### src/rtl/sobel_pkg.sv
`timescale 1ns/1ps
`default_nettype none
// ==================================================================
// Module : sobel_pkg
// Shared constants and types for the sobel read-DMA path.
// Rev    : 1.0
// ==================================================================
package sobel_pkg;

    localparam logic [31:0] HC_CONTROL_START = 32'h0000_0001;
    localparam int          HC_CL_BYTES      = 64;
    localparam int          HC_CL_SHIFT      = $clog2(HC_CL_BYTES);
    // A 32-bit byte size rounds up to at most 2^26 lines, so 27 bits suffice.
    localparam int          RD_CNT_W         = 27;

    typedef logic [41:0] t_hc_cl_addr;

    typedef enum logic [1:0] {
        IDLE  = 2'd0,
        REQ   = 2'd1,
        DRAIN = 2'd2,
        DONE  = 2'd3
    } t_rd_state;

    // Round a byte count up to whole cachelines; the 33-bit sum keeps 0xFFFF_FFFF exact.
    function automatic logic [RD_CNT_W-1:0] lines_for_size(input logic [31:0] size);
        logic [32:0] w_sum;
        w_sum = {1'b0, size} + 33'(HC_CL_BYTES - 1);
        return RD_CNT_W'(w_sum >> HC_CL_SHIFT);
    endfunction

endpackage
`default_nettype wire

### src/rtl/sobel_rd_engine.sv
`timescale 1ns/1ps
`default_nettype none
// ==================================================================
// Module : sobel_rd_engine
// Read-DMA: one cacheline request per 64-byte line, tags returned lines.
// Rev    : 1.0
// ==================================================================
module sobel_rd_engine
    import sobel_pkg::*;
#(
    parameter int MAX_OUTSTANDING = 64,
    parameter int MDATA_W         = 16
) (
    input  logic               clk,
    input  logic               reset,
    input  logic [31:0]        hc_control,
    input  logic [41:0]        hc_buf_addr,
    input  logic [31:0]        hc_buf_size,
    input  logic               rd_req_almfull,
    output logic               rd_req_valid,
    output logic [41:0]        rd_req_addr,
    output logic [MDATA_W-1:0] rd_req_mdata,
    input  logic               rd_rsp_valid,
    input  logic [MDATA_W-1:0] rd_rsp_mdata,
    input  logic [511:0]       rd_rsp_data,
    output logic               line_valid,
    output logic [511:0]       line_data,
    output logic [MDATA_W-1:0] line_idx,
    output logic               busy,
    output logic               done,
    output logic               complete
);

    t_rd_state             r_state;
    t_rd_state             w_state_nxt;
    logic [31:0]           r_ctrl_q;
    logic [RD_CNT_W-1:0]   r_total;
    logic [RD_CNT_W-1:0]   r_issued;
    logic [RD_CNT_W-1:0]   r_received;
    t_hc_cl_addr           r_next_addr;

    logic                  r_req_valid;
    t_hc_cl_addr           r_req_addr;
    logic [MDATA_W-1:0]    r_req_mdata;
    logic                  r_line_valid;
    logic [511:0]          r_line_data;
    logic [MDATA_W-1:0]    r_line_idx;
    logic                  r_complete;

    logic                  w_busy;
    logic                  w_start;
    logic                  w_issue;
    logic                  w_accept;
    logic [RD_CNT_W-1:0]   w_total_new;
    logic [RD_CNT_W-1:0]   w_inflight;

    assign w_busy      = (r_state == REQ) || (r_state == DRAIN);
    assign w_start     = (hc_control == HC_CONTROL_START) && (r_ctrl_q != hc_control) &&
                         ((r_state == IDLE) || (r_state == DONE));
    assign w_total_new = lines_for_size(hc_buf_size);
    assign w_inflight  = r_issued - r_received;
    assign w_issue     = (r_state == REQ) && !rd_req_almfull && (r_issued < r_total) &&
                         (w_inflight < RD_CNT_W'(MAX_OUTSTANDING));
    assign w_accept    = rd_rsp_valid && w_busy;

    always_comb begin
        w_state_nxt = r_state;
        case (r_state)
            IDLE: begin
                if (w_start) begin
                    w_state_nxt = (w_total_new == '0) ? DONE : REQ;
                end
            end
            REQ: begin
                if (r_issued == r_total) begin
                    w_state_nxt = DRAIN;
                end
            end
            DRAIN: begin
                if (r_received == r_total) begin
                    w_state_nxt = DONE;
                end
            end
            DONE: begin
                // A start landing in the done cycle is honoured rather than lost.
                if (w_start) begin
                    w_state_nxt = (w_total_new == '0) ? DONE : REQ;
                end else begin
                    w_state_nxt = IDLE;
                end
            end
            default: w_state_nxt = IDLE;
        endcase
    end

    always_ff @(posedge clk or negedge reset) begin
        if (!reset) begin
            r_state      <= IDLE;
            r_ctrl_q     <= '0;
            r_total      <= '0;
            r_issued     <= '0;
            r_received   <= '0;
            r_next_addr  <= '0;
            r_req_valid  <= 1'b0;
            r_req_addr   <= '0;
            r_req_mdata  <= '0;
            r_line_valid <= 1'b0;
            r_line_data  <= '0;
            r_line_idx   <= '0;
            r_complete   <= 1'b0;
        end else begin
            r_state      <= w_state_nxt;
            r_ctrl_q     <= hc_control;
            r_req_valid  <= w_issue;
            r_line_valid <= w_accept;

            if (w_start) begin
                r_total     <= w_total_new;
                r_next_addr <= hc_buf_addr;
                r_issued    <= '0;
                r_received  <= '0;
            end else begin
                if (w_issue) begin
                    r_next_addr <= r_next_addr + 42'd1;
                    r_issued    <= r_issued + 1'b1;
                end
                if (w_accept) begin
                    r_received <= r_received + 1'b1;
                end
            end

            if (w_issue) begin
                r_req_addr  <= r_next_addr;
                r_req_mdata <= MDATA_W'(r_issued);
            end

            if (w_accept) begin
                r_line_data <= rd_rsp_data;
                r_line_idx  <= rd_rsp_mdata;
            end

            if (w_state_nxt == DONE) begin
                r_complete <= 1'b1;
            end else if (w_start) begin
                r_complete <= 1'b0;
            end
        end
    end

    assign rd_req_valid = r_req_valid;
    assign rd_req_addr  = r_req_addr;
    assign rd_req_mdata = r_req_mdata;
    assign line_valid   = r_line_valid;
    assign line_data    = r_line_data;
    assign line_idx     = r_line_idx;
    assign busy         = w_busy;
    assign done         = (r_state == DONE);
    assign complete     = r_complete;

endmodule
`default_nettype wire

### config.mk
export PLATFORM = sky130hd
export DESIGN_NAME = sobel_rd_engine
export DESIGN_NICKNAME = d
export VERILOG_FILES = /design/src/rtl/sobel_pkg.sv /design/src/rtl/sobel_rd_engine.sv
export SDC_FILE = /design/constraint.sdc
export NUM_CORES = 2
export LEC_CHECK = 0
export ABC_AREA = 1
export BUFFER_PORTS_ARGS = -buffer_cell sky130_fd_sc_hd__buf_4
export CAP_MARGIN = 0
export CORE_AREA = 4 4 478 480
export CTS_CLUSTER_DIAMETER = 60
export CTS_CLUSTER_SIZE = 28
export DETAILED_ROUTE_END_ITERATION = 7
export DIE_AREA = 0 0 482 484
export PLACE_DENSITY = 0.3
export SYNTH_ARGS = -nofsm -noshare
export SYNTH_HDL_FRONTEND = slang
export SYNTH_SLANG_ARGS = --single-unit
### constraint.sdc
create_clock -name clk -period 3.55 [get_ports clk]
set_clock_uncertainty 0.05 [all_clocks]
set_input_delay 0 -clock clk [delete_from_list [all_inputs] [get_ports clk]]
set_output_delay 0 -clock clk [all_outputs]
set_load 0.05 [all_outputs]
==> results.yml <==
placement:
  portBuffers: 1228
  dp_slack_ns: -0.0112
  place_hpwl_mm: 192
  dp.cells: 8642
  finalWeightedCongestion: 0.853
  dpl_cell_area_mm2: 0.0484
global_routing:
  grt_pass1_vias: 41700
  use_met1_pct: 22.4
  grt_max_degree: 165
  top_usage_layer: "met2"
  grt_use_total_pct: 20.1
  antenna_found_initial: 142
  grt_util_met3_pct: 6.19
  grt_pass1_wl_mm: 332
  grt_overflow: 0
  use_met2_pct: 37.4
logic_synthesis:
  avgSynthCellArea_um2: 7.79
  yosys.area.top_type: "dfrtp_1"
  yosysMostFrequentCell: "nand2_1"
  ys_seq_area_share_pct: 53.9
  syn-instance-count: 4450
  yosysWarnings: 0
  synth-main-ff-cell: "dfrtp_1"
  ys_ff_latch: 746
  synth_area_mm2: 0.0346
  netlist_top_cells_area: "dfrtp_1 54%, nand2_1 26%, inv_1 2.8%"
  synth_common_cells: "2386 x nand2_1, 746 x dfrtp_1, 258 x inv_1, 206 x nor2_1, 153 x nand3_1"
  syn_nets: 5147
  async_reset_ff_share_pct: 100
  synth_edf_count: 0
  yosysTopAreaCellShare_pct: 53.9
  synthDistinctLibCells: 40
critical_path:
  cp_max_fo: 102
  critPathSlowestCell: "dfrtp_1"
  critPathKind: "reg2reg"
  cpMostUsedCell: "nand2_1"
  path_cells: "inv_1 > ha_1 > nand2_1 > nand2_1 > inv_1 > nand2_1 > nand2_1 > nand2_1 > nand3_1 > nand4_1 > nand2_1 > nor2_1 > nand2_1 > nor2_2 > nand4_4 > buf_12 > nand2_1 > o21ai_1"
  rrSetupSlack_ns: 0.22
  cp_data_required_time_ns: 4.10
  r2r_cells: 18
  critPathLaunchType: "flip-flop"
  r2r-end: "rd_req_addr[21]"
  r2r-start: "r_received[2]"
  cpPeakStageDelay_ns: 0.47
  worst-endpoint-arrival_ns: 3.88
  cp-end-kind: "flip-flop"
sta:
  fin_crit_sh_pct: 93.7
  max_freq_ghz: 0.301
  hold_violations: 0
  relSlewSlack_pct: 26.8
  finalSetupViolations: 0
  setup_slack_ns: 0.225
  min_period_ns: 3.33
  rsz0062_at_grt: "false"
  worst_pin_slew_ns: 1.10
  slew_viol_final: 0
drt:
  num_vias: 39400
  drc_errors: 0
  wire_per_inst_um: 23.9
  drt_wl_total_mm: 240
  firstDrtPassIters: 7
  postRouteAntennaNets: 0
  avgViaCountPerCell: 3.92
  drt_iter0_drc: 2214
outcome:
  status: "finished clean"
hold_path:
  whs_path_depth: 4
  hp-start: "rd_rsp_data[506]"
  hold_class: "in2reg"
  min_to: "line_data[506]"
clock_tree:
  root_buffer: "clkbuf_16"
  postCtsSetupRepairBufs: 0
  htreeDepth: 3
  cts_tree: "yes"
  cts_buffers: 116
  cts.sinks: 746
  path_clk_slew_ns: 0.06
  ctsLongestPathBuffers: 3
  clkLatencyLatePin_ns: 0.74
finish:
  nets: 7634
  layout-drive-gt1-share_pct: 23.0
  fin_util_pct: 28.7
  syn_to_final_growth_pct: 86.0
  fin_area_mm2: 0.0644
  final_cells: 10100
die:
  core_mm2: 0.224
  io_pins: 1229
  die_y_um: 484
  rows: 174
  dieArea_mm2: 0.233
  die_x_um: 482
  initial_core_util_pct: 15.5
flow_run:
  drv_cap: 0
power_and_ir_drop:
  powerDensity_mw_per_mm2: 361
  p_leak_uw: 0.0337
  irDropWorstVdd_v: 0.000345
layer usage:
metal	share of wire, %	up-vias	wire length, µm
li1	-	18800	-
met3	7.3	371	17600
met4	2.4	12	5840
met2	52	1138	125000
met5	0.029	-	69
met1	38	19100	91200
state kept, by name, summed over array words and instances (netlist names):
signal,count
rd_req_addr,42
line_valid,1
rd_req_valid,1
r_total,27
r_ctrl_q,32
line_data,512
r_state,2
r_received,27
r_next_addr,42
r_issued,27
line_idx,16
rd_req_mdata,16
complete,1
through the flow:
| stage | TNS (ns) | hold slack (ns) | power, µW |
|---|---|---|---|
| 6_report | 0 | 0.0627 | 23300 |
| 5_1_grt | 0 | 0.0115 | 24200 |
| 4_1_cts | 0 | 0.000117 | 23800 |
| 3_5_place_dp | -0.0162 | 0.0845 | 9690 |
| 3_3_place_gp | -0.486 | 0.0857 | 9680 |
| 2_1_floorplan | 0 | -0.346 | 8770 |
cell type report:
type | instances | area, µm²
clock inverters | 78 | 1020
diodes | 36 | 90.1
flip-flops and latches | 746 | 18700
repair buffers | 2546 | 22500
clock buffers | 139 | 3150
well taps | 2992 | 3740
multi-input cells | 3263 | 14300
inverters | 264 | 998
fillers | 24500 | 160000
worst max-delay path, delay by kind of cell, from the launching register on:
family,cells,cell delay (ns)
buffers and inverters,3,0.39
DFF,1,0.47
adders and majority gates,1,0.33
and+or+nand+nor,13,1.74
AOI/OAI and AO/OA,1,0.08
report_power, final:
part           internal (µW)  switching [µW]  total [µW]
clock                   7650            5000       12600
combinational           1320             774        2100
sequential              8520            7.51        8530
cell families after synthesis:
family,after synthesis,synth area share (%)
compound gates,174,2.71
buf+inv,441,4.94
xor+xnor,128,3.24
fa+ha+maj,59,2.13
flops,746,53.9
mux,2,0.0650
simple gates,2900,33.0
placed cells by master, fill, tap and decap left out, drive strengths merged:
| master | netlist | final |
|---|---|---|
| nor4 | 25 | 25 |
| o21a | 5 | 5 |
| and3 | 2 | 2 |
| buf | 48 | 1378 |
| nor3 | 54 | 54 |
| dfrtp | 746 | 746 |
| a21o | 1 | 1 |
| o211ai | 1 | 1 |
| a21oi | 47 | 47 |
| inv | 264 | 286 |
| clkinv | 0 | 23 |
| o22ai | 8 | 8 |
| xor2 | 101 | 101 |
| nand3b | 10 | 10 |
| nand4 | 52 | 52 |
| and2 | 2 | 2 |
| xnor2 | 27 | 27 |
| clkbuf | 129 | 139 |
| a31oi | 2 | 2 |
| nor3b | 5 | 5 |
| bufinv | 0 | 17 |
| a211oi | 4 | 4 |
| nand2 | 2388 | 2388 |
| mux2 | 2 | 2 |
| o21bai | 3 | 3 |
| a221oi | 1 | 1 |
| nand3 | 153 | 153 |
| a311oi | 1 | 1 |
| dlygate4sd3 | 0 | 1168 |
| clkinvlp | 0 | 16 |
| o2111ai | 3 | 3 |
| diode | 0 | 36 |
| nor2 | 208 | 208 |
| or2 | 1 | 1 |
| o21ai | 98 | 98 |
| ha | 59 | 59 |
worst max-delay path by stage:
stage / from / endpoint / slack, ns / cells after the start
floorplan: r_received[22] / rd_req_addr[0] / 0.96 / 19
global placement: r_total[10] / rd_req_addr[12] / -0.04 / 18
detailed placement: r_total[10] / rd_req_addr[12] / -0.01 / 18
CTS: r_total[10] / rd_req_addr[12] / 0.1 / 18
global route: r_received[15] / r_next_addr[4] / 0.01 / 20
finish: r_received[2] / rd_req_addr[21] / 0.22 / 18
repair_timing:
action | 4_1_cts | 5_1_grt
setup endpoints to repair | 21 | 128
resized for setup | 1 | 8
hold endpoints to repair | 1137 | 0
hold buffers | 1169 | 0
(Power assumes the default switching activity.)
